File: config.mk
export PLATFORM = sky130hd
export DESIGN_NAME = led_ctrl_flat
export DESIGN_NICKNAME = d
export VERILOG_FILES = /design/src/rtl/led_ctrl_if.sv /design/src/rtl/led_ctrl.sv /design/src/flat_wrapper.sv
export SDC_FILE = /design/constraint.sdc
export NUM_CORES = 1
export LEC_CHECK = 0
export CORE_MARGIN = 10
export CORE_UTILIZATION = 45
export CTS_CLUSTER_DIAMETER = 50
export DETAILED_ROUTE_END_ITERATION = 12
export SKIP_LAST_GASP = 1
export SLEW_MARGIN = 10
export SYNTH_ARGS = -nofsm -noshare
export SYNTH_HDL_FRONTEND = slang
export SYNTH_SLANG_ARGS = --single-unit
File: constraint.sdc
create_clock -name clk -period 7.2 [get_ports clk]
set_input_delay 0.72 -clock clk [delete_from_list [all_inputs] [get_ports clk]]
set_output_delay 0.72 -clock clk [all_outputs]
set_load 0.02 [all_outputs]
File: src/rtl/led_ctrl_if.sv
// led_ctrl_if: chip-select peripheral bus between the CPU side and led_ctrl.
interface led_ctrl_if;
    logic [3:0] addr;
    logic       cs;
    logic       rd;
    logic       wr;
    logic [7:0] d_in;
    logic [7:0] d_out;

    modport master (output addr, cs, rd, wr, d_in, input d_out);
    modport slave  (input addr, cs, rd, wr, d_in, output d_out);
endinterface

File: src/rtl/led_ctrl.sv
// led_ctrl: memory-mapped multi-channel LED controller (off / on / blink / counted burst).
// All state advances on the falling clock edge; reads are combinational.
module led_ctrl #(
    parameter int N_LEDS = 4,
    parameter int PRESC  = 25000
) (
    input  logic              clk,
    input  logic              rst,
    led_ctrl_if.slave         bus,
    output logic [N_LEDS-1:0] led
);

    localparam int PW = (PRESC > 2) ? $clog2(PRESC) : 1;

    typedef enum logic [1:0] {
        MODE_OFF   = 2'd0,
        MODE_ON    = 2'd1,
        MODE_BLINK = 2'd2,
        MODE_BURST = 2'd3
    } mode_t;

    // Registered state
    logic [PW-1:0]     presc_q;
    logic [N_LEDS-1:0] led_q;
    mode_t             mode_q  [N_LEDS];
    logic [5:0]        hp_q    [N_LEDS];
    logic [7:0]        cnt_q   [N_LEDS];
    logic [5:0]        phase_q [N_LEDS];

    // Next-state values
    logic [PW-1:0]     presc_d;
    logic [N_LEDS-1:0] led_d;
    mode_t             mode_d  [N_LEDS];
    logic [5:0]        hp_d    [N_LEDS];
    logic [7:0]        cnt_d   [N_LEDS];
    logic [5:0]        phase_d [N_LEDS];

    logic       wr_en;
    logic       cmd_wr;
    logic       all_off;
    logic       resync;
    logic       tick;
    logic [7:0] status;

    // Global decode: the command register sits at 0xF; all-off takes priority over resync.
    assign wr_en   = bus.cs & bus.wr;
    assign cmd_wr  = wr_en && (bus.addr == 4'hF);
    assign all_off = cmd_wr & bus.d_in[0];
    assign resync  = cmd_wr & bus.d_in[1] & ~bus.d_in[0];
    assign tick    = (presc_q == PW'(PRESC - 1));
    assign led     = led_q;

    // State register: prescaler, per-channel registers and LED bits.
    always_ff @(negedge clk or posedge rst) begin
        if (rst) begin
            presc_q <= '0;
            led_q   <= '0;
            // NOTE: these small register arrays have architected reset values, so every entry is reset explicitly.
            for (int c = 0; c < N_LEDS; c++) begin
                mode_q[c]  <= MODE_OFF;
                hp_q[c]    <= '0;
                cnt_q[c]   <= '0;
                phase_q[c] <= '0;
            end
        end else begin
            // NOTE: sequential state uses non-blocking assignments so every register samples pre-edge values.
            presc_q <= presc_d;
            led_q   <= led_d;
            for (int c = 0; c < N_LEDS; c++) begin
                mode_q[c]  <= mode_d[c];
                hp_q[c]    <= hp_d[c];
                cnt_q[c]   <= cnt_d[c];
                phase_q[c] <= phase_d[c];
            end
        end
    end

    // Next-state logic: priority is global command, then channel write, then tick.
    always_comb begin
        logic [5:0] hp_eff;
        logic       ctrl_wr;
        logic       cnt_wr;
        // NOTE: every combinational output gets a default first, so no path can infer a latch.
        hp_eff  = 6'd1;
        ctrl_wr = 1'b0;
        cnt_wr  = 1'b0;
        presc_d = (resync || tick) ? '0 : presc_q + PW'(1);
        led_d   = led_q;
        for (int c = 0; c < N_LEDS; c++) begin
            mode_d[c]  = mode_q[c];
            hp_d[c]    = hp_q[c];
            cnt_d[c]   = cnt_q[c];
            phase_d[c] = phase_q[c];
            hp_eff     = (hp_q[c] == 6'd0) ? 6'd1 : hp_q[c];
            ctrl_wr    = wr_en && (bus.addr == 4'(c));
            // CNT[7] would alias the command register when N_LEDS is 8; the command keeps 0xF.
            cnt_wr     = wr_en && (bus.addr == 4'(8 + c)) && (bus.addr != 4'hF);

            if (all_off) begin
                mode_d[c]  = MODE_OFF;
                phase_d[c] = '0;
                led_d[c]   = 1'b0;
            end else if (resync) begin
                phase_d[c] = '0;
                if (mode_q[c] == MODE_BLINK || mode_q[c] == MODE_BURST)
                    led_d[c] = 1'b1;
            end else if (ctrl_wr) begin
                mode_d[c]  = mode_t'(bus.d_in[1:0]);
                hp_d[c]    = bus.d_in[7:2];
                phase_d[c] = '0;
                led_d[c]   = (bus.d_in[1:0] != 2'd0);
                // A burst of zero blinks has nothing to do.
                if (bus.d_in[1:0] == 2'd3 && cnt_q[c] == 8'd0) begin
                    mode_d[c] = MODE_OFF;
                    led_d[c]  = 1'b0;
                end
            end else if (tick && (mode_q[c] == MODE_BLINK || mode_q[c] == MODE_BURST)) begin
                if (phase_q[c] + 6'd1 == hp_eff) begin
                    phase_d[c] = '0;
                    led_d[c]   = ~led_q[c];
                    // Bursts count falling toggles; a same-edge CNT write overrides this decrement.
                    if (mode_q[c] == MODE_BURST && led_q[c] && !cnt_wr) begin
                        if (cnt_q[c] <= 8'd1)
                            mode_d[c] = MODE_OFF;
                        cnt_d[c] = (cnt_q[c] == 8'd0) ? 8'd0 : cnt_q[c] - 8'd1;
                    end
                end else begin
                    phase_d[c] = phase_q[c] + 6'd1;
                end
            end

            if (cnt_wr)
                cnt_d[c] = bus.d_in;
        end
    end

    // Output logic: STATUS vector and the combinational read mux.
    always_comb begin
        status    = '0;
        bus.d_out = '0;
        for (int c = 0; c < N_LEDS; c++)
            status[c] = (mode_q[c] == MODE_BLINK) || (mode_q[c] == MODE_BURST);
        if (bus.cs && bus.rd) begin
            if (bus.addr == 4'hF) begin
                bus.d_out = status;
            end else begin
                for (int c = 0; c < N_LEDS; c++) begin
                    if (bus.addr == 4'(c))
                        bus.d_out = {hp_q[c], mode_q[c]};
                    else if (bus.addr == 4'(8 + c))
                        bus.d_out = cnt_q[c];
                end
            end
        end
    end

endmodule

File: src/flat_wrapper.sv
// flat-port wrapper written by rule: the top's interface ports become plain ports
module led_ctrl_flat 
#(
    parameter int N_LEDS = 4,
    parameter int PRESC  = 25000
)
  (clk, rst, led, bus_addr, bus_cs, bus_rd, bus_wr, bus_d_in, bus_d_out);
  led_ctrl_if bus_i ();
  input  logic clk;
  input  logic rst;
  output logic [N_LEDS-1:0] led;
  input wire logic [$bits(bus_i.addr)-1:0] bus_addr;
  input wire logic [$bits(bus_i.cs)-1:0] bus_cs;
  input wire logic [$bits(bus_i.rd)-1:0] bus_rd;
  input wire logic [$bits(bus_i.wr)-1:0] bus_wr;
  input wire logic [$bits(bus_i.d_in)-1:0] bus_d_in;
  output wire logic [$bits(bus_i.d_out)-1:0] bus_d_out;
  assign bus_i.addr = bus_addr;
  assign bus_i.cs = bus_cs;
  assign bus_i.rd = bus_rd;
  assign bus_i.wr = bus_wr;
  assign bus_i.d_in = bus_d_in;
  assign bus_d_out = bus_i.d_out;
  led_ctrl #(.N_LEDS(N_LEDS), .PRESC(PRESC)) u_core (.clk(clk), .rst(rst), .bus(bus_i), .led(led));
endmodule
==> flow_summary.ini <==
[yosys]
syn_inst = 893
synth.ff_latch_count = 107
synthTopCellsByCount = nand2_1, dfrtn_1, nor2_1
synthFlopType = dfrtn_1
yosysMostFrequentCell = nand2_1
ys_seq_area_share_pct = 35.8
ys_async_sr_fraction_pct = 100
synth_top_area_share_pct = 35.8
synth_cell_type_count = 84
syn-num-nets = 927
syn_area_per_cell_um2 = 8.37
ys_warn_count = 0
synth_area_mm2 = 0.00748
synth_area_leaders = dfrtn_1, nand2_1, nor2_1
synth_area_leader_cell = dfrtn_1
synth_edf_count = 0

[timing]
finalMaxSlewViolations = 0
hold_viol = 0
grt_setup_unrepaired = no
tightest_slew_ns = 0.976
clock_skew_ns = 0.00668
final.setup.tns_ns = 0
setup_viol = 0
slew-limit-headroom_pct = 34.4
holdWs_ns = 0.402

[clock_network]
post_cts_buffers = 0
cts-resized-gates = 1
cts_tree = done
ctsHtreeMaxLevel = 3
cts_buffers = 9
clock_latency_ns = 0.36
cts.sinks = 107
cts_root_buffer = clkbuf_16
clk_pin_slew_ns = 0.06
clk_path_buf_depth = 2
cts_hold_buf = 0

[final_layout]
multi_input_area_mm2 = 0.00452
nets = 952
area.growth.synth_to_final_pct = 12.0
drive_gt1_share_pct = 9.10
insertedDiodeCount = 0
seq_area_mm2 = 0.00268
fin_area_mm2 = 0.00838
fillers = 1554

[placement]
portBuffers = 28
place_area_mm2 = 0.00810
place_hpwl_um = 17600
place_congestion = 0.937

[worst_setup_path]
worstSetupEndpointType = primary output
critPathSlowestCell = clkdlybuf4s50_1
crit_path_cell_trace = mux2_2, o22ai_1, a2111oi_0, a221oi_1, nor2_1, clkdlybuf4s50_1
arrival_ns = 6.30
start_kind = flip-flop
crit_path_max_fanout = 6
slowest_delay_ns = 0.64
worstSetupPathType = reg2out
r2r_cells = 6
critPathRequiredTime_ns = 6.48
critPathTopFamily = compound AO/OA/AOI/OAI gates
crit_buf_inv = 1
cp.depth = 6

[floorplan]
dieHeight_um = 149
design.die.area_mm2 = 0.0222
floorplan.rows = 47
core_mm2 = 0.0164
die_x_um = 149
ios = 29
start_util_pct = 45.6

[global_route]
use_met2_pct = 34.4
grt_pass1_wl_um = 37500
grtUsageMet3_pct = 3.70
use_met1_pct = 28.2
grt_max_degree = 57
busiest_layer = met2
grt_antenna_before_repair = 1
grt_pass1_vias = 6669
gr-total-overflow = 0
grt.total_usage_pct = 21.5

[detailed_routing]
wl_um = 24100
vias = 7037
routedWlPerCell_um = 21.0
drtIter0Drc = 729
vias_per_cell = 6.16
postRouteAntennaNets = 0
drtPass1Iterations = 7
route.detailed.drc = 0

[power_and_ir_drop]
leakagePower_nw = 3.63
power.density_mw_per_mm2 = 228
peakVddDrop_uv = 125

[min_path]
min_path_type = reg2reg
min_path_cells = 1

[outcome]
status = finished clean

[job]
cap_viol_max_count = 0
## through the flow
stage / setup WS [ns] / utilization [%] / total power (W) / std cells
floorplan: 0.199 / - / 0.00124 / 893
global placement: 0.353 / 49.3 / 0.00141 / 1127
detailed placement: 0.311 / 49.3 / 0.00143 / 1127
CTS: 0.0267 / 51.0 / 0.00191 / 1143
global route: 0.0956 / 51.0 / 0.00202 / 1143
finish: 0.178 / 51.0 / 0.00191 / 1143
## sequential cells by signal, indices dropped and copies added, names as in the netlist
register	flops
u_core.led	4
u_core.presc_q	15
u_core.phase_q	24
u_core.mode_q	8
u_core.hp_q	24
u_core.cnt_q	32
## layout by cell type, fill, tap and decap left out, drive strengths merged, types with 7 or more instances in the layout
cell	synthesis	routed
a21oi	51	51
a22o	9	9
a31oi	12	12
and3	16	16
and4	9	9
buf	8	31
clkbuf	37	10
clkdlybuf4s50	0	26
dfrtn	107	107
ha	17	17
inv	25	27
mux2	18	18
mux2i	17	17
nand2	138	138
nand2b	12	12
nand3	43	43
nand3b	7	7
nand4	14	14
nor2	77	77
nor3	31	31
nor4	14	14
o211ai	17	17
o21ai	42	42
o31ai	13	13
or3	13	13
xnor2	19	19
xor2	15	15
## area by class of cell
type | instances | share of cell area [%]
clock buffer | 10 | 2.73
clock inverter | 6 | 0.583
inverter | 25 | 1.15
multi-input combinational | 716 | 54.0
sequential | 107 | 32.0
tap | 220 | 3.29
timing repair buffer | 59 | 6.29
## metal layers
layer / up-vias / share of wire, %
li1: 3360 / -
met1: 3433 / 45
met2: 205 / 48
met3: 37 / 5.0
met4: 2 / 2.9
met5: - / 0.054
## cells by family (layout without fill, tap and decap cells)
logic type	Yosys count	in the layout	synth area share, %
xor+xnor	34	34	3.98
buf+inv	70	100	3.70
compound gates	216	216	20.0
fa+ha+maj	17	17	2.85
mux	37	37	5.59
simple gates	412	412	28.1
flops	107	107	35.8
## power breakdown
group | switching (W) | internal (W)
clock network | 0.000247 | 0.000239
logic | 0.000299 | 0.000240
registers | 0.000169 | 0.000717
total | 0.000715 | 0.00120
## path summary, 6_finish.rpt
kind | from | endpoint | slack, ns
max in group asynchronous | rst | u_core.phase_q[2] | 2.10
worst min-delay path | u_core.presc_q[0] | u_core.presc_q[0] | 0.40
worst max-delay path | u_core.cnt_q[11] | bus_d_out[3] | 0.18
min in group asynchronous | rst | u_core.phase_q[21] | 4.31
worst max register to register | u_core.presc_q[10] | u_core.cnt_q[7] | 3.92
worst min register to register | u_core.presc_q[0] | u_core.presc_q[0] | 0.40
Note: power is estimated with default switching activity, not from simulation.
